===== src/rtl/cai_dev_queue_engine_if.sv =====
// Bus bundle between the queue engine and the outside world.
// Carries three groups of signals:
//   - word memory port   : mem_req/mem_we/mem_addr/mem_wdata out, mem_rdata/mem_ack in
//   - descriptor channel : desc_valid/desc_data out, desc_ready in
//   - done channel       : done_valid/done_status/done_ext/done_bytes in, done_ready out
// Handshake rule for every channel here: a transfer happens on the rising
// clock edge where the producer's valid/req and the consumer's ready/ack are
// both high; the producer holds its valid/req and payload unchanged until then.
// The master modport is the engine side; the slave modport is the memory and
// accelerator side.
interface cai_dev_queue_engine_if #(
  parameter int DESC_WORDS = 16
);
  logic                      mem_req;
  logic                      mem_we;
  logic [31:0]               mem_addr;
  logic [31:0]               mem_wdata;
  logic [31:0]               mem_rdata;
  logic                      mem_ack;

  logic                      desc_valid;
  logic                      desc_ready;
  logic [DESC_WORDS*32-1:0]  desc_data;

  logic                      done_valid;
  logic                      done_ready;
  logic [15:0]               done_status;
  logic [15:0]               done_ext;
  logic [31:0]               done_bytes;

  modport master (
    output mem_req, mem_we, mem_addr, mem_wdata,
    input  mem_rdata, mem_ack,
    output desc_valid, desc_data,
    input  desc_ready,
    input  done_valid, done_status, done_ext, done_bytes,
    output done_ready
  );

  modport slave (
    input  mem_req, mem_we, mem_addr, mem_wdata,
    output mem_rdata, mem_ack,
    input  desc_valid, desc_data,
    output desc_ready,
    output done_valid, done_status, done_ext, done_bytes,
    input  done_ready
  );
endinterface


===== src/rtl/cai_dev_queue_engine.sv =====
// Device queue engine: counts host doorbells, fetches one submit descriptor
// per job from a memory ring, hands it to an accelerator, waits for the
// result, writes a 4-word completion record to the completion ring and
// pulses comp_msg_o.
// Ports:
//   clk, rst            : clock, asynchronous active-high reset
//   submit_doorbell_i   : one job request per high cycle
//   bus (master)        : memory port, descriptor channel, done channel
//   comp_msg_o          : one-cycle completion notification
//   ready_o             : idle with nothing pending
//   pending_o           : queued doorbells (saturates at 255)
//   submit_idx_o        : descriptors dispatched so far
//   comp_idx_o          : completions written so far
//   overflow_o          : sticky, a doorbell arrived while pending was 255
//   state_o             : current FSM state (debug)
module cai_dev_queue_engine #(
  parameter logic [31:0] SUBMIT_BASE = 32'h0000_0400,
  parameter logic [31:0] COMP_BASE   = 32'h0000_0500,
  parameter logic [31:0] SUBMIT_MASK = 32'h0000_0000,
  parameter logic [31:0] COMP_MASK   = 32'h0000_0000,
  parameter int          DESC_WORDS  = 16,
  parameter int          TAG_WORD    = 2
) (
  input  logic                          clk,
  input  logic                          rst,
  input  logic                          submit_doorbell_i,
  cai_dev_queue_engine_if.master        bus,
  output logic                          comp_msg_o,
  output logic                          ready_o,
  output logic [7:0]                    pending_o,
  output logic [31:0]                   submit_idx_o,
  output logic [31:0]                   comp_idx_o,
  output logic                          overflow_o,
  output logic [2:0]                    state_o
);

  typedef enum logic [2:0] {
    IDLE      = 3'd0,
    FETCH     = 3'd1,
    DISPATCH  = 3'd2,
    WAIT_DONE = 3'd3,
    WR_COMP   = 3'd4,
    MSG       = 3'd5
  } state_t;

  localparam logic [7:0]  LAST_RD    = 8'(DESC_WORDS - 1);
  localparam logic [31:0] DESC_BYTES = 32'(DESC_WORDS * 4);

  state_t                   state_q, state_d;
  logic [7:0]               cnt_q, cnt_d;
  logic [DESC_WORDS*32-1:0] desc_q;
  logic [31:0]              tag_q;
  logic [15:0]              status_q;
  logic [15:0]              ext_q;
  logic [31:0]              bytes_q;
  logic [7:0]               pending_q;
  logic                     overflow_q;
  logic [31:0]              submit_idx_q;
  logic [31:0]              comp_idx_q;

  logic        take_job;
  logic        rd_fire;
  logic        desc_fire;
  logic        done_fire;
  logic        mem_req;
  logic        mem_we;
  logic [31:0] mem_addr;
  logic [31:0] mem_wdata;
  logic        desc_valid;
  logic        done_ready;
  logic        comp_msg;
  logic [31:0] submit_slot;
  logic [31:0] comp_slot;

  // Next state and outputs. Memory address/data are a pure function of the
  // state, the word counter and the ring indices; all three only move on an
  // ack edge, so the request stays stable while waiting for mem_ack.
  always_comb begin
    state_d     = state_q;
    cnt_d       = cnt_q;
    take_job    = 1'b0;
    rd_fire     = 1'b0;
    desc_fire   = 1'b0;
    done_fire   = 1'b0;
    mem_req     = 1'b0;
    mem_we      = 1'b0;
    mem_addr    = 32'h0;
    mem_wdata   = 32'h0;
    desc_valid  = 1'b0;
    done_ready  = 1'b0;
    comp_msg    = 1'b0;
    submit_slot = (submit_idx_q & SUBMIT_MASK) * DESC_BYTES;
    comp_slot   = (comp_idx_q & COMP_MASK) << 4;
    case (state_q)
      IDLE: begin
        if (pending_q != 8'd0) begin
          take_job = 1'b1;
          cnt_d    = 8'd0;
          state_d  = FETCH;
        end
      end
      FETCH: begin
        mem_req  = 1'b1;
        mem_addr = SUBMIT_BASE + submit_slot + {22'd0, cnt_q, 2'b00};
        if (bus.mem_ack) begin
          rd_fire = 1'b1;
          if (cnt_q == LAST_RD) begin
            cnt_d   = 8'd0;
            state_d = DISPATCH;
          end else begin
            cnt_d = cnt_q + 8'd1;
          end
        end
      end
      DISPATCH: begin
        desc_valid = 1'b1;
        if (bus.desc_ready) begin
          desc_fire = 1'b1;
          state_d   = WAIT_DONE;
        end
      end
      WAIT_DONE: begin
        done_ready = 1'b1;
        if (bus.done_valid) begin
          done_fire = 1'b1;
          cnt_d     = 8'd0;
          state_d   = WR_COMP;
        end
      end
      WR_COMP: begin
        mem_req  = 1'b1;
        mem_we   = 1'b1;
        mem_addr = COMP_BASE + comp_slot + {22'd0, cnt_q, 2'b00};
        case (cnt_q[1:0])
          2'd0:    mem_wdata = tag_q;
          2'd1:    mem_wdata = {ext_q, status_q};
          2'd2:    mem_wdata = bytes_q;
          default: mem_wdata = 32'h0;
        endcase
        if (bus.mem_ack) begin
          if (cnt_q == 8'd3) begin
            cnt_d   = 8'd0;
            state_d = MSG;
          end else begin
            cnt_d = cnt_q + 8'd1;
          end
        end
      end
      MSG: begin
        comp_msg = 1'b1;
        state_d  = IDLE;
      end
      default: state_d = IDLE;
    endcase
  end

  always_ff @(posedge clk or posedge rst) begin
    if (rst) begin
      state_q <= IDLE;
      cnt_q   <= 8'd0;
    end else begin
      state_q <= state_d;
      cnt_q   <= cnt_d;
    end
  end

  // Descriptor capture, one word per read ack; the tag word is kept
  // separately so the completion record survives a later descriptor.
  always_ff @(posedge clk or posedge rst) begin
    if (rst) begin
      desc_q <= '0;
      tag_q  <= 32'h0;
    end else if (rd_fire) begin
      for (int k = 0; k < DESC_WORDS; k++) begin
        if (cnt_q == 8'(k)) desc_q[k*32 +: 32] <= bus.mem_rdata;
      end
      if (cnt_q == 8'(TAG_WORD)) tag_q <= bus.mem_rdata;
    end
  end

  always_ff @(posedge clk or posedge rst) begin
    if (rst) begin
      status_q <= 16'h0;
      ext_q    <= 16'h0;
      bytes_q  <= 32'h0;
    end else if (done_fire) begin
      status_q <= bus.done_status;
      ext_q    <= bus.done_ext;
      bytes_q  <= bus.done_bytes;
    end
  end

  always_ff @(posedge clk or posedge rst) begin
    if (rst) begin
      submit_idx_q <= 32'h0;
      comp_idx_q   <= 32'h0;
    end else begin
      if (desc_fire)        submit_idx_q <= submit_idx_q + 32'd1;
      if (state_q == MSG)   comp_idx_q   <= comp_idx_q + 32'd1;
    end
  end

  // Doorbell counter: a doorbell coinciding with a job start cancels out;
  // at saturation the doorbell is dropped and flagged.
  always_ff @(posedge clk or posedge rst) begin
    if (rst) begin
      pending_q  <= 8'd0;
      overflow_q <= 1'b0;
    end else begin
      case ({submit_doorbell_i, take_job})
        2'b10: begin
          if (pending_q == 8'hFF) overflow_q <= 1'b1;
          else                    pending_q  <= pending_q + 8'd1;
        end
        2'b01:   pending_q <= pending_q - 8'd1;
        default: ;
      endcase
    end
  end

  assign bus.mem_req    = mem_req;
  assign bus.mem_we     = mem_we;
  assign bus.mem_addr   = mem_addr;
  assign bus.mem_wdata  = mem_wdata;
  assign bus.desc_valid = desc_valid;
  assign bus.desc_data  = desc_q;
  assign bus.done_ready = done_ready;

  assign comp_msg_o   = comp_msg;
  assign ready_o      = (state_q == IDLE) && (pending_q == 8'd0);
  assign pending_o    = pending_q;
  assign submit_idx_o = submit_idx_q;
  assign comp_idx_o   = comp_idx_q;
  assign overflow_o   = overflow_q;
  assign state_o      = state_q;

endmodule

===== src/flat_wrapper.sv =====
// flat-port wrapper written by rule: the top's interface ports become plain ports
module cai_dev_queue_engine_flat 
#(
  parameter logic [31:0] SUBMIT_BASE = 32'h0000_0400,
  parameter logic [31:0] COMP_BASE   = 32'h0000_0500,
  parameter logic [31:0] SUBMIT_MASK = 32'h0000_0000,
  parameter logic [31:0] COMP_MASK   = 32'h0000_0000,
  parameter int          DESC_WORDS  = 16,
  parameter int          TAG_WORD    = 2
)
  (clk, rst, submit_doorbell_i, comp_msg_o, ready_o, pending_o, submit_idx_o, comp_idx_o, overflow_o, state_o, bus_mem_req, bus_mem_we, bus_mem_addr, bus_mem_wdata, bus_mem_rdata, bus_mem_ack, bus_desc_valid, bus_desc_data, bus_desc_ready, bus_done_valid, bus_done_status, bus_done_ext, bus_done_bytes, bus_done_ready);
  cai_dev_queue_engine_if #(.DESC_WORDS(DESC_WORDS)) bus_i ();
  input  logic clk;
  input  logic rst;
  input  logic submit_doorbell_i;
  output logic comp_msg_o;
  output logic ready_o;
  output logic [7:0] pending_o;
  output logic [31:0] submit_idx_o;
  output logic [31:0] comp_idx_o;
  output logic overflow_o;
  output logic [2:0] state_o;
  output wire logic [$bits(bus_i.mem_req)-1:0] bus_mem_req;
  output wire logic [$bits(bus_i.mem_we)-1:0] bus_mem_we;
  output wire logic [$bits(bus_i.mem_addr)-1:0] bus_mem_addr;
  output wire logic [$bits(bus_i.mem_wdata)-1:0] bus_mem_wdata;
  input wire logic [$bits(bus_i.mem_rdata)-1:0] bus_mem_rdata;
  input wire logic [$bits(bus_i.mem_ack)-1:0] bus_mem_ack;
  output wire logic [$bits(bus_i.desc_valid)-1:0] bus_desc_valid;
  output wire logic [$bits(bus_i.desc_data)-1:0] bus_desc_data;
  input wire logic [$bits(bus_i.desc_ready)-1:0] bus_desc_ready;
  input wire logic [$bits(bus_i.done_valid)-1:0] bus_done_valid;
  input wire logic [$bits(bus_i.done_status)-1:0] bus_done_status;
  input wire logic [$bits(bus_i.done_ext)-1:0] bus_done_ext;
  input wire logic [$bits(bus_i.done_bytes)-1:0] bus_done_bytes;
  output wire logic [$bits(bus_i.done_ready)-1:0] bus_done_ready;
  assign bus_mem_req = bus_i.mem_req;
  assign bus_mem_we = bus_i.mem_we;
  assign bus_mem_addr = bus_i.mem_addr;
  assign bus_mem_wdata = bus_i.mem_wdata;
  assign bus_i.mem_rdata = bus_mem_rdata;
  assign bus_i.mem_ack = bus_mem_ack;
  assign bus_desc_valid = bus_i.desc_valid;
  assign bus_desc_data = bus_i.desc_data;
  assign bus_i.desc_ready = bus_desc_ready;
  assign bus_i.done_valid = bus_done_valid;
  assign bus_i.done_status = bus_done_status;
  assign bus_i.done_ext = bus_done_ext;
  assign bus_i.done_bytes = bus_done_bytes;
  assign bus_done_ready = bus_i.done_ready;
  cai_dev_queue_engine #(.SUBMIT_BASE(SUBMIT_BASE), .COMP_BASE(COMP_BASE), .SUBMIT_MASK(SUBMIT_MASK), .COMP_MASK(COMP_MASK), .DESC_WORDS(DESC_WORDS), .TAG_WORD(TAG_WORD)) u_core (.clk(clk), .rst(rst), .submit_doorbell_i(submit_doorbell_i), .bus(bus_i), .comp_msg_o(comp_msg_o), .ready_o(ready_o), .pending_o(pending_o), .submit_idx_o(submit_idx_o), .comp_idx_o(comp_idx_o), .overflow_o(overflow_o), .state_o(state_o));
endmodule

===== config.mk =====
export PLATFORM = sky130hd
export DESIGN_NAME = cai_dev_queue_engine_flat
export DESIGN_NICKNAME = d
export VERILOG_FILES = /design/src/rtl/cai_dev_queue_engine_if.sv /design/src/rtl/cai_dev_queue_engine.sv /design/src/flat_wrapper.sv
export SDC_FILE = /design/constraint.sdc
export NUM_CORES = 1
export LEC_CHECK = 0
export CAP_MARGIN = 0
export CORE_AREA = 3 3 296 298
export CTS_BUF_LIST = sky130_fd_sc_hd__clkbuf_16
export DETAILED_ROUTE_END_ITERATION = 8
export DIE_AREA = 0 0 299 301
export MAX_ROUTING_LAYER = met4
export PLACE_DENSITY = 0.61
export SYNTH_ARGS = -nofsm -noshare
export SYNTH_HDL_FRONTEND = slang
export SYNTH_SLANG_ARGS = --single-unit

===== constraint.sdc =====
create_clock -name clk -period 29.9 [get_ports clk]
set_clock_uncertainty 0.15 [all_clocks]
set_input_delay 5.98 -clock clk [delete_from_list [all_inputs] [get_ports clk]]
set_output_delay 5.98 -clock clk [all_outputs]
set_load 0.02 [all_outputs]

==> metrics.cfg, run 1 <==
[yosys]
ys_async_sr_fraction_pct=100.0
synth.distinct_cells=65
synth-seq-cells=660
synth_top_area_share_pct=61.12
synth_area_leaders=dfrtp_1 (61%), mux2_2 (19%), mux2_4 (4.5%)
netlist_top_cells_count=dfrtp_1 (660), mux2_2 (461), mux2_4 (81), nor2_1 (64), clkbuf_1 (50)
synth_area_um2=27020
ys.flop_type=dfrtp_1
ys_warn_count=0
synth_cells=1784
yosysSeqAreaShare_pct=61.12
synth_top_cell_by_area=dfrtp_1
synth_edf_count=0
avgSynthCellArea_um2=15.15
synth.most_common_cell=dfrtp_1

[global_routing]
grt_pass1_vias=19070
antenna_found_initial=11
track_usage_pct=20.52
grt_start_max_net_pins=92
grt-ovfl-total=0
grt_pass1_wl_um=133500

[sta]
grt_setup_unrepaired=false
whs_ns=0.3250
fmax_ghz=0.09833
setup_violations=0
hold_viol=0
slew_headroom_pct=23.91
worstMarginPinSlew_ns=1.138
fin_setup_tns_ns=0
finalCritPeriodShare_pct=34.01
slew_viol_final=0
fin_crit_ns=10.17

[placement]
gp_congestion=0.8341
place_area_um2=35220
hpwlAfterDp_um=63750
numPortBuffers=737

[detailed_routing]
drt_iter0_markers=1099
vias=17890
wl_um=91860
viasPerCell=4.826
drc=0
drtPass1Iterations=5
wl_per_cell_um=24.78
antenna_left=0

[clock_network]
clock_latency_ns=0.60
clk_pin_slew_worst_paths_ns=0.06
postCtsSetupBuffers=0
cts-root-buf=clkbuf_16
clock-sinks=660
htreeDepth=3
clockBufferDepth=3
cts_tree=done
ctsResizeCount=0
numCtsBuffers=74
hold_buffers=0

[run_status]
status=completed

[pwr]
clock_power_share_pct=29.5
internal_power_mw=1.994
seq_power_share_pct=39.2
p_leak_nw=17.81
power.density_nw_per_um2=78.62
vdd_drop_max_v=0.00005050
combPwrFrac_pct=31.3
net-switching-power_mw=0.9576
p_sw_share_pct=32.44

[die]
core_area_um2=85150
die_x_um=299
fp-row-count=107
dieHeight_um=301
dieArea_um2=90000
initial_core_util_pct=31.73
pin_count=760

[cells_and_area]
finalNetCount=2610
fin_area_um2=37550
syn2layout_area_growth_pct=38.97
drive_above_1_share_pct=27.40
final_core_util_pct=44.10

[critical_path]
worst-path-max-fanout=91
crit_top_cell=buf_4
crit_type=in2async
setup.worst_path.end_class=asynchronous set/reset pin
crit_chain=clkdlybuf4s50_1, inv_8, buf_4, buf_4, buf_4, buf_4
worstPathArrival_ns=10.57
max_stage_delay_ns=0.96
start_kind=primary input
cp_slowest_cell=buf_4
required_ns=30.30

[min_path]
hp-class=reg2reg

[flow_run]
maxCapViolCount=0

-- cell usage in the layout (no fill, tap or decap), types with 38 or more instances in the layout --
master / instances
clkdlybuf4s50_1: 737
xnor2_1: 47
nor2_1: 64
nand2_1: 38
dfrtp_1: 660
mux2_4: 81
inv_1: 39
clkbuf_16: 75
mux2_1: 40
mux2_2: 461
-- critical path, delay by kind of cell --
kind	cells	cell delay (ns)
buffers and inverters	6	4.38
-- stage by stage --
step / total power, mW / instances / worst slack [ns]
floorplan: 1.639 / 1805 / 5.274
global placement: 2.090 / 3567 / 19.06
detailed placement: 2.106 / 3567 / 18.88
CTS: 2.990 / 3699 / 19.55
global route: 3.083 / 3705 / 19.05
finish: 2.952 / 3707 / 19.73
-- sequential cells by signal, summed over array words and instances (netlist names) --
register / count
u_core.comp_idx_o: 32
u_core.bytes_q: 32
u_core.cnt_q: 8
u_core.bus.desc_data: 512
u_core.state_o: 3
u_core.status_q: 16
u_core.ext_q: 16
u_core.overflow_o: 1
u_core.pending_o: 8
u_core.submit_idx_o: 32
-- logic make-up (layout without fill, tap and decap cells) --
logic type                 Yosys count  in the layout  share of synthesized area [%]
and+or+nand+nor                    240            240                          5.145
adders and majority gates            9              9                         0.4168
xor gates and xnor gates            69             69                          2.236
buffers and inverters              154            904                          3.422
DFF                                660            660                          61.12
muxes                              585            585                          25.49
AOI/OAI and AO/OA                   66             66                          2.153
other                                1             30                        0.01388
-- final cells by class --
| class | instances | area [um2] |
|---|---|---|
| Tap cell | 1144 | 1431 |
| Timing Repair Buffer | 755 | 7512 |
| Sequential cell | 660 | 16520 |
| Clock inverter | 57 | 437.9 |
| Multi-Input combinational cell | 991 | 9684 |
| Fill cell | 7745 | 47600 |
| Clock buffer | 75 | 1877 |
| Inverter | 17 | 71.32 |
| Antenna cell | 8 | 20.02 |
-- power by group through the flow --
stage / Combinational, mW / Clock (mW) / Sequential [mW]
6_report: 0.925 / 0.870 / 1.16
5_1_grt: 0.973 / 0.934 / 1.18
4_1_cts: 0.940 / 0.894 / 1.16
3_5_place_dp: 0.937 / 0 / 1.17
3_3_place_gp: 0.927 / 0 / 1.16
2_1_floorplan: 0.320 / 0 / 1.32
-- per-layer routing --
| metal | wire length (um) | global-route usage, % |
|---|---|---|
| met1 | 37110 | 24.58 |
| met2 | 44810 | 33.46 |
| met3 | 6646 | 5.422 |
| met4 | 3292 | 7.374 |
| met5 | 0 | - |
-- final timing paths --
check / start / to / slack [ns] / depth (start not counted)
max: rst / u_core.bus.desc_data[453]$_DFFE_PP0P_ / 19.73 / 6
max in group clk: u_core.state_o[2]$_DFFE_PP0P_ / bus_mem_wdata[4] / 20.28 / 4
min: u_core.submit_idx_o[31]$_DFFE_PP0P_ / u_core.submit_idx_o[31]$_DFFE_PP0P_ / 0.33 / 1
min reg2reg: u_core.submit_idx_o[31]$_DFFE_PP0P_ / u_core.submit_idx_o[31]$_DFFE_PP0P_ / 0.33 / 1
min in group asynchronous: rst / u_core.comp_idx_o[30]$_DFFE_PP0P_ / 5.73 / 2
max reg2reg: u_core.cnt_q[0]$_DFFE_PP0P_ / u_core.bus.desc_data[413]$_DFFE_PP0P_ / 26.63 / 6
No activity file was read; power rests on OpenSTA's default activity.
==> inputs of run 2 (changes only) <==
- CORE_AREA: 3 3 296 298 -> 3 3 292 294
- DIE_AREA: 0 0 299 301 -> 0 0 295 297
- PLACE_DENSITY: 0.61 -> 0.64
- clock period: 29.9 -> 8.51 ns (I/O delays scaled with it)
==> run 2 against run 1 <==
Compared with the run above:
- critical path depth decreased by 2
- wire length grew 1.2%
- die area decreased by 2.6%
- worst setup slack got worse by 17 ns
- register-to-register slack worse by 21 ns
- critical path type is now reg2out
- critical endpoint is now bus_mem_wdata[14]
==> metrics.cfg, run 2 (synthesis gave the netlist of run 1 again) <==
[run_status]
status=completed

[clock_network]
htreeDepth=3  ; unchanged
clock-sinks=660  ; unchanged
ctsResizeCount=0  ; unchanged
numCtsBuffers=77  ; +4.1%
clk_pin_slew_worst_paths_ns=0.06  ; about the same
clockBufferDepth=3  ; unchanged
cts-root-buf=clkbuf_16
cts_tree=done
clock_latency_ns=0.61  ; about the same
postCtsSetupBuffers=0  ; unchanged
hold_buffers=0  ; unchanged

[sta]
setup_violations=0  ; unchanged
grt_setup_unrepaired=false
setup_slack_ns=3.195  ; -16.53 ns
slew_viol_final=0  ; unchanged
finalCritPeriodShare_pct=62.45
fin_crit_ns=5.315
worstMarginPinSlew_ns=1.193  ; +0.05549 ns
fin_setup_tns_ns=0  ; unchanged
whs_ns=0.3199  ; -0.005058 ns
fmax_ghz=0.1882
hold_viol=0  ; unchanged
slew_headroom_pct=20.20  ; -3.7 points

[die]
die_x_um=295  ; -1.3%
pin_count=760  ; unchanged
core_area_um2=83160  ; -2.3%
dieHeight_um=297  ; -1.3%
dieArea_um2=87620  ; -2.6%
fp-row-count=106  ; -0.93%
initial_core_util_pct=32.49  ; +0.76 points

[detailed_routing]
antenna_left=0  ; unchanged
viasPerCell=4.924  ; +2.0%
drtPass1Iterations=6  ; +1
vias=17950  ; +0.33%
wl_per_cell_um=25.51  ; +2.9%
drt_iter0_markers=864  ; -21%
wl_um=92970  ; +1.2%
drc=0  ; unchanged

[global_routing]
grt_pass1_wl_um=135800  ; +1.7%
grt_pass1_vias=19350  ; +1.4%
grt_start_max_net_pins=154  ; +67%
antenna_found_initial=10  ; -1
grt-ovfl-total=0  ; unchanged
track_usage_pct=21.59  ; +1.1 points

[critical_path]
crit_chain=or3b_1, or2_2, nor2_1, clkdlybuf4s50_1
worstPathArrival_ns=3.46  ; -7.11 ns
crit_type=reg2out
reg2reg_setup_slack_ns=5.27  ; -21.36 ns
worst-path-max-fanout=32  ; -65%
max_stage_delay_ns=0.72  ; -0.24 ns
cp_slowest_cell=dfrtp_1
setup.worst_path.end_class=output port
start_kind=flip-flop
required_ns=6.66  ; -23.64 ns

[placement]
gp_congestion=0.8661  ; +3.8%
hpwlAfterDp_um=64300  ; +0.86%
place_ws_ns=3.822  ; -15.06 ns
numPortBuffers=737  ; unchanged

[cells_and_area]
final_cell_mix=clkdlybuf4s50_1 (737), dfrtp_1 (660), mux2_2 (461), mux2_4 (81), clkbuf_16 (77)
largest_register_ffs=512  ; unchanged
drive_above_1_share_pct=27.67  ; +0.27 points
layout_commonest_cell=clkdlybuf4s50_1
finalNetCount=2607  ; -0.11%
syn2layout_area_growth_pct=39.48

[pwr]
seq_power_share_pct=38.2  ; -1.0 points
combPwrFrac_pct=30.9  ; -0.4 points
p_sw_share_pct=32.64  ; +0.21 points
p_leak_nw=17.89  ; +0.40%
p_total_mw=10.64  ; +260%
internal_power_mw=7.168  ; +260%
clock_power_share_pct=30.9  ; +1.4 points
net-switching-power_mw=3.474  ; +260%
power.density_nw_per_um2=282.4  ; +260%
vdd_drop_max_v=0.0001680  ; +230%

[min_path]
hp-class=reg2reg

[flow_run]
maxCapViolCount=0  ; unchanged

## run 2: cell types whose count changed in the layout (fill, tap and decap cells not counted), sizes merged
cell      change
clkinv        +6
clkinvlp      +2
buf           -6
inv           -3
clkbuf        +2
bufinv        +3
diode         -2
## run 2: through the flow
step                area (um2)  utilization [%]  instances
floorplan                27100                -       1805
global placement         35130            42.25       3496
detailed placement       35140            42.26       3497
CTS                      37670            45.30       3639
global route             37690            45.32       3645
finish                   37690            45.32       3645
## run 2: worst paths after layout
path                                                          to  cells past startpoint                                start
max                                            bus_mem_wdata[14]                      4        u_core.state_o[2]$_DFFE_PP0P_
min                          u_core.submit_idx_o[31]$_DFFE_PP0P_                      1  u_core.submit_idx_o[31]$_DFFE_PP0P_
max reg2reg                u_core.bus.desc_data[130]$_DFFE_PP0P_                      5          u_core.cnt_q[0]$_DFFE_PP0P_
min reg2reg                  u_core.submit_idx_o[31]$_DFFE_PP0P_                      1  u_core.submit_idx_o[31]$_DFFE_PP0P_
max in group asynchronous  u_core.bus.desc_data[461]$_DFFE_PP0P_                      4                                  rst
min in group asynchronous      u_core.comp_idx_o[10]$_DFFE_PP0P_                      2                                  rst
## run 2: power groups by stage
stage          logic (mW)  clock network, mW  registers [mW]
2_1_floorplan        1.12                  0            4.64
3_3_place_gp         3.29                  0            4.08
3_5_place_dp         3.32                  0            4.10
4_1_cts              3.33               3.38            4.06
5_1_grt              3.45               3.52            4.13
6_report             3.29               3.28            4.07
## run 2: final cells by class
| class | instances | area, um2 |
|---|---|---|
| fillers | 7407 | 45470 |
| flip-flops and latches | 660 | 16520 |
| multi-input cells | 991 | 9689 |
| repair buffers | 749 | 7517 |
| clock buffers | 77 | 1927 |
| well taps | 1080 | 1351 |
| clock inverters | 65 | 605.6 |
| inverters | 17 | 67.56 |
| diodes | 6 | 15.01 |
## run 2: worst max-delay path, delay by kind of cell, from the launching register on
family	cells	cell delay, ns
DFF	1	0.72
and+or+nand+nor	3	1.45
buffers and inverters	1	0.64
## run 2: metal layers
| layer | global-route usage [%] | share of wire [%] | vias to the layer above |
|---|---|---|---|
| li1 | - | - | 7705 |
| met1 | 24.28 | 38 | 9422 |
| met2 | 36.13 | 50 | 665 |
| met3 | 6.682 | 7.9 | 157 |
| met4 | 7.807 | 3.7 | 0 |
| met5 | - | 0 | - |
==> inputs of run 3 (changes only) <==
- clock period: 8.51 -> 4.76 ns (I/O delays scaled with it)
==> run 3 against run 2 <==
Compared with the run above:
- clock-buffer cell count fell by 1
- wire length up 2.5%
- critical path depth is 1 higher
- via count rose by 0.84%
- die area unchanged
- sequential share of layout area hardly changed
- design area about the same
- first-iteration DRC count rose by 12%
- worst setup slack got worse by 2.9 ns
- largest power group unchanged
==> metrics.cfg, run 3 (synthesis gave the netlist of run 1 again) <==
[detailed_routing]
viasPerCell=4.950  ; +0.53%
drt_iter0_markers=966  ; +12%
antenna_left=0  ; unchanged
dr_wl_met2_um=47470  ; +2.3%
vias=18100  ; +0.84%
drtPass1Iterations=5  ; -1
wl_um=95330  ; +2.5%
wl_per_cell_um=26.07  ; +2.2%
met3_length_um=7529  ; +2.1%
drc=0  ; unchanged
maxUsedRoutingLayer=met4
drt-met1-wl_um=36160  ; +1.2%

[sta]
worstMarginPinSlew_ns=1.240  ; +0.04680 ns
setup_slack_ns=0.2873  ; -2.908 ns
whs_ns=0.3375  ; +0.01758 ns
grt_setup_unrepaired=false
fin_crit_ns=4.473
slew_viol_final=0  ; unchanged
hold_viol=0  ; unchanged
slew_headroom_pct=17.33  ; -2.9 points
setup_violations=0  ; unchanged
fmax_ghz=0.2236
finalCritPeriodShare_pct=93.96

[clock_network]
clk_pin_slew_worst_paths_ns=0.06  ; about the same
htreeDepth=3  ; unchanged
clock_latency_ns=0.59  ; -0.02 ns
postCtsSetupBuffers=0  ; unchanged
numCtsBuffers=75  ; -2.6%
clock-sinks=660  ; unchanged
clockBufferDepth=3  ; unchanged
cts_tree=done
hold_buffers=0  ; unchanged
cts-root-buf=clkbuf_16
ctsResizeCount=0  ; unchanged

[die]
pin_count=760  ; unchanged
dieArea_um2=87620  ; unchanged
dieHeight_um=297  ; unchanged
die_x_um=295  ; unchanged
core_area_um2=83160  ; unchanged
fp-row-count=106  ; unchanged
initial_core_util_pct=32.49  ; unchanged

[critical_path]
crit_chain=inv_1, ha_2, a222oi_1, nor2_1, clkdlybuf4s50_1
cp_slowest_cell=a222oi_1
setup.worst_path.end_class=output port
start_kind=flip-flop
worstPathArrival_ns=3.37  ; -0.09 ns
crit_buf_inv=2  ; +1
worst-path-max-fanout=16  ; -50%
max_stage_delay_ns=1.14  ; +0.42 ns
crit_type=reg2out
reg2reg_setup_slack_ns=1.81  ; -3.46 ns
cp_top_family=compound AO/OA/AOI/OAI gates
required_ns=3.66  ; -3.00 ns

[pwr]
clock_power_share_pct=30.2  ; -0.7 points
vdd_drop_max_v=0.0003651  ; +120%
p_leak_nw=17.91  ; +0.16%
seq_power_share_pct=38.6  ; +0.4 points
p_sw_share_pct=32.16  ; -0.49 points
internal_power_mw=12.80  ; +79%
net-switching-power_mw=6.066  ; +75%
power.density_nw_per_um2=500.2  ; +77%
combPwrFrac_pct=31.2  ; +0.3 points

[cells_and_area]
fin_area_um2=37710  ; about the same
fillers=7394  ; -0.18%
final_cell_mix=clkdlybuf4s50_1 (737), dfrtp_1 (660), mux2_2 (461), mux2_4 (81), clkbuf_16 (76)
final_core_util_pct=45.35  ; about the same
largest_register_ffs=512  ; unchanged
syn2layout_area_growth_pct=39.55  ; about the same
drive_above_1_share_pct=27.86  ; +0.19 points
finalNetCount=2623  ; +0.61%
layout_commonest_cell=clkdlybuf4s50_1
fin_cells=3656  ; +0.30%

[global_routing]
grt-ovfl-total=0  ; unchanged
grt_pass1_vias=19880  ; +2.8%
grt_pass1_wl_um=138000  ; +1.7%
grt_start_max_net_pins=145  ; -5.8%
track_usage_pct=22.12  ; +0.53 points
antenna_found_initial=13  ; +3

[placement]
hpwlAfterDp_um=66040  ; +2.7%
numPortBuffers=737  ; unchanged
placed_cells=3515  ; +0.51%
place_ws_ns=0.7388  ; -3.083 ns
place_area_um2=35290  ; +0.42%
gp_congestion=0.8787  ; +1.5%

[flow_run]
maxCapViolCount=0  ; unchanged

[min_path]
hp-class=reg2reg

[run_status]
status=completed

run 3: changes by cell type in the layout (fill, tap and decap cells not counted), sizes merged:
cell / change
clkinvlp: -2
buf: +18
clkbuf: -1
inv: -5
bufinv: +1
run 3: stage by stage:
step           TNS [ns]  power, mW
2_1_floorplan  -3540.56      10.30
3_3_place_gp          0      13.18
3_5_place_dp          0      13.29
5_1_grt               0      19.65
4_1_cts               0      19.09
6_report              0      18.86
run 3: worst reg2reg max path, stage by stage (launching register included):
cell and delay [ns]:
dfrtp_1 0.37, buf_4 0.21, nor4bb_1 0.38, and4_1 0.39, nand2_2 0.71, mux2_2 0.61
run 3: path summary, 6_finish.rpt:
check,start,to,depth (start not counted)
worst min register to register,u_core.submit_idx_o[31]$_DFFE_PP0P_,u_core.submit_idx_o[31]$_DFFE_PP0P_,1
worst max register to register,u_core.state_o[1]$_DFFE_PP0P_,u_core.bus.desc_data[482]$_DFFE_PP0P_,5
min in group asynchronous,rst,u_core.bus.desc_data[338]$_DFFE_PP0P_,2
max in group asynchronous,rst,u_core.bus.desc_data[97]$_DFFE_PP0P_,3
worst min-delay path,u_core.submit_idx_o[31]$_DFFE_PP0P_,u_core.submit_idx_o[31]$_DFFE_PP0P_,1
worst max-delay path,u_core.cnt_q[0]$_DFFE_PP0P_,bus_mem_wdata[20],5
run 3: area by class of cell:
cell class                      count  area [um2]  share of cell area (%)
Clock inverter                     59       503.0                   1.334
Timing Repair Buffer              767        7665                   20.33
Inverter                           17       67.56                  0.1792
Antenna cell                        6       15.01                 0.03982
Sequential cell                   660       16520                   43.80
Clock buffer                       76        1902                   5.043
Tap cell                         1080        1351                   3.584
Multi-Input combinational cell    991        9689                   25.70
run 3: routing by layer:
| metal | vias up | track usage (%) |
|---|---|---|
| li1 | 7712 | - |
| met1 | 9440 | 24.64 |
| met2 | 740 | 37.02 |
| met3 | 207 | 6.600 |
| met4 | 0 | 8.947 |
| met5 | - | - |
run 3: power groups by stage:
stage	Clock [mW]	Sequential, mW	Combinational, mW
after global placement	0	7.30	5.88
after CTS	5.86	7.28	5.96
after global routing	6.08	7.39	6.18
after detailed placement	0	7.35	5.94
final	5.70	7.28	5.88
after floorplan	0	8.29	2.01
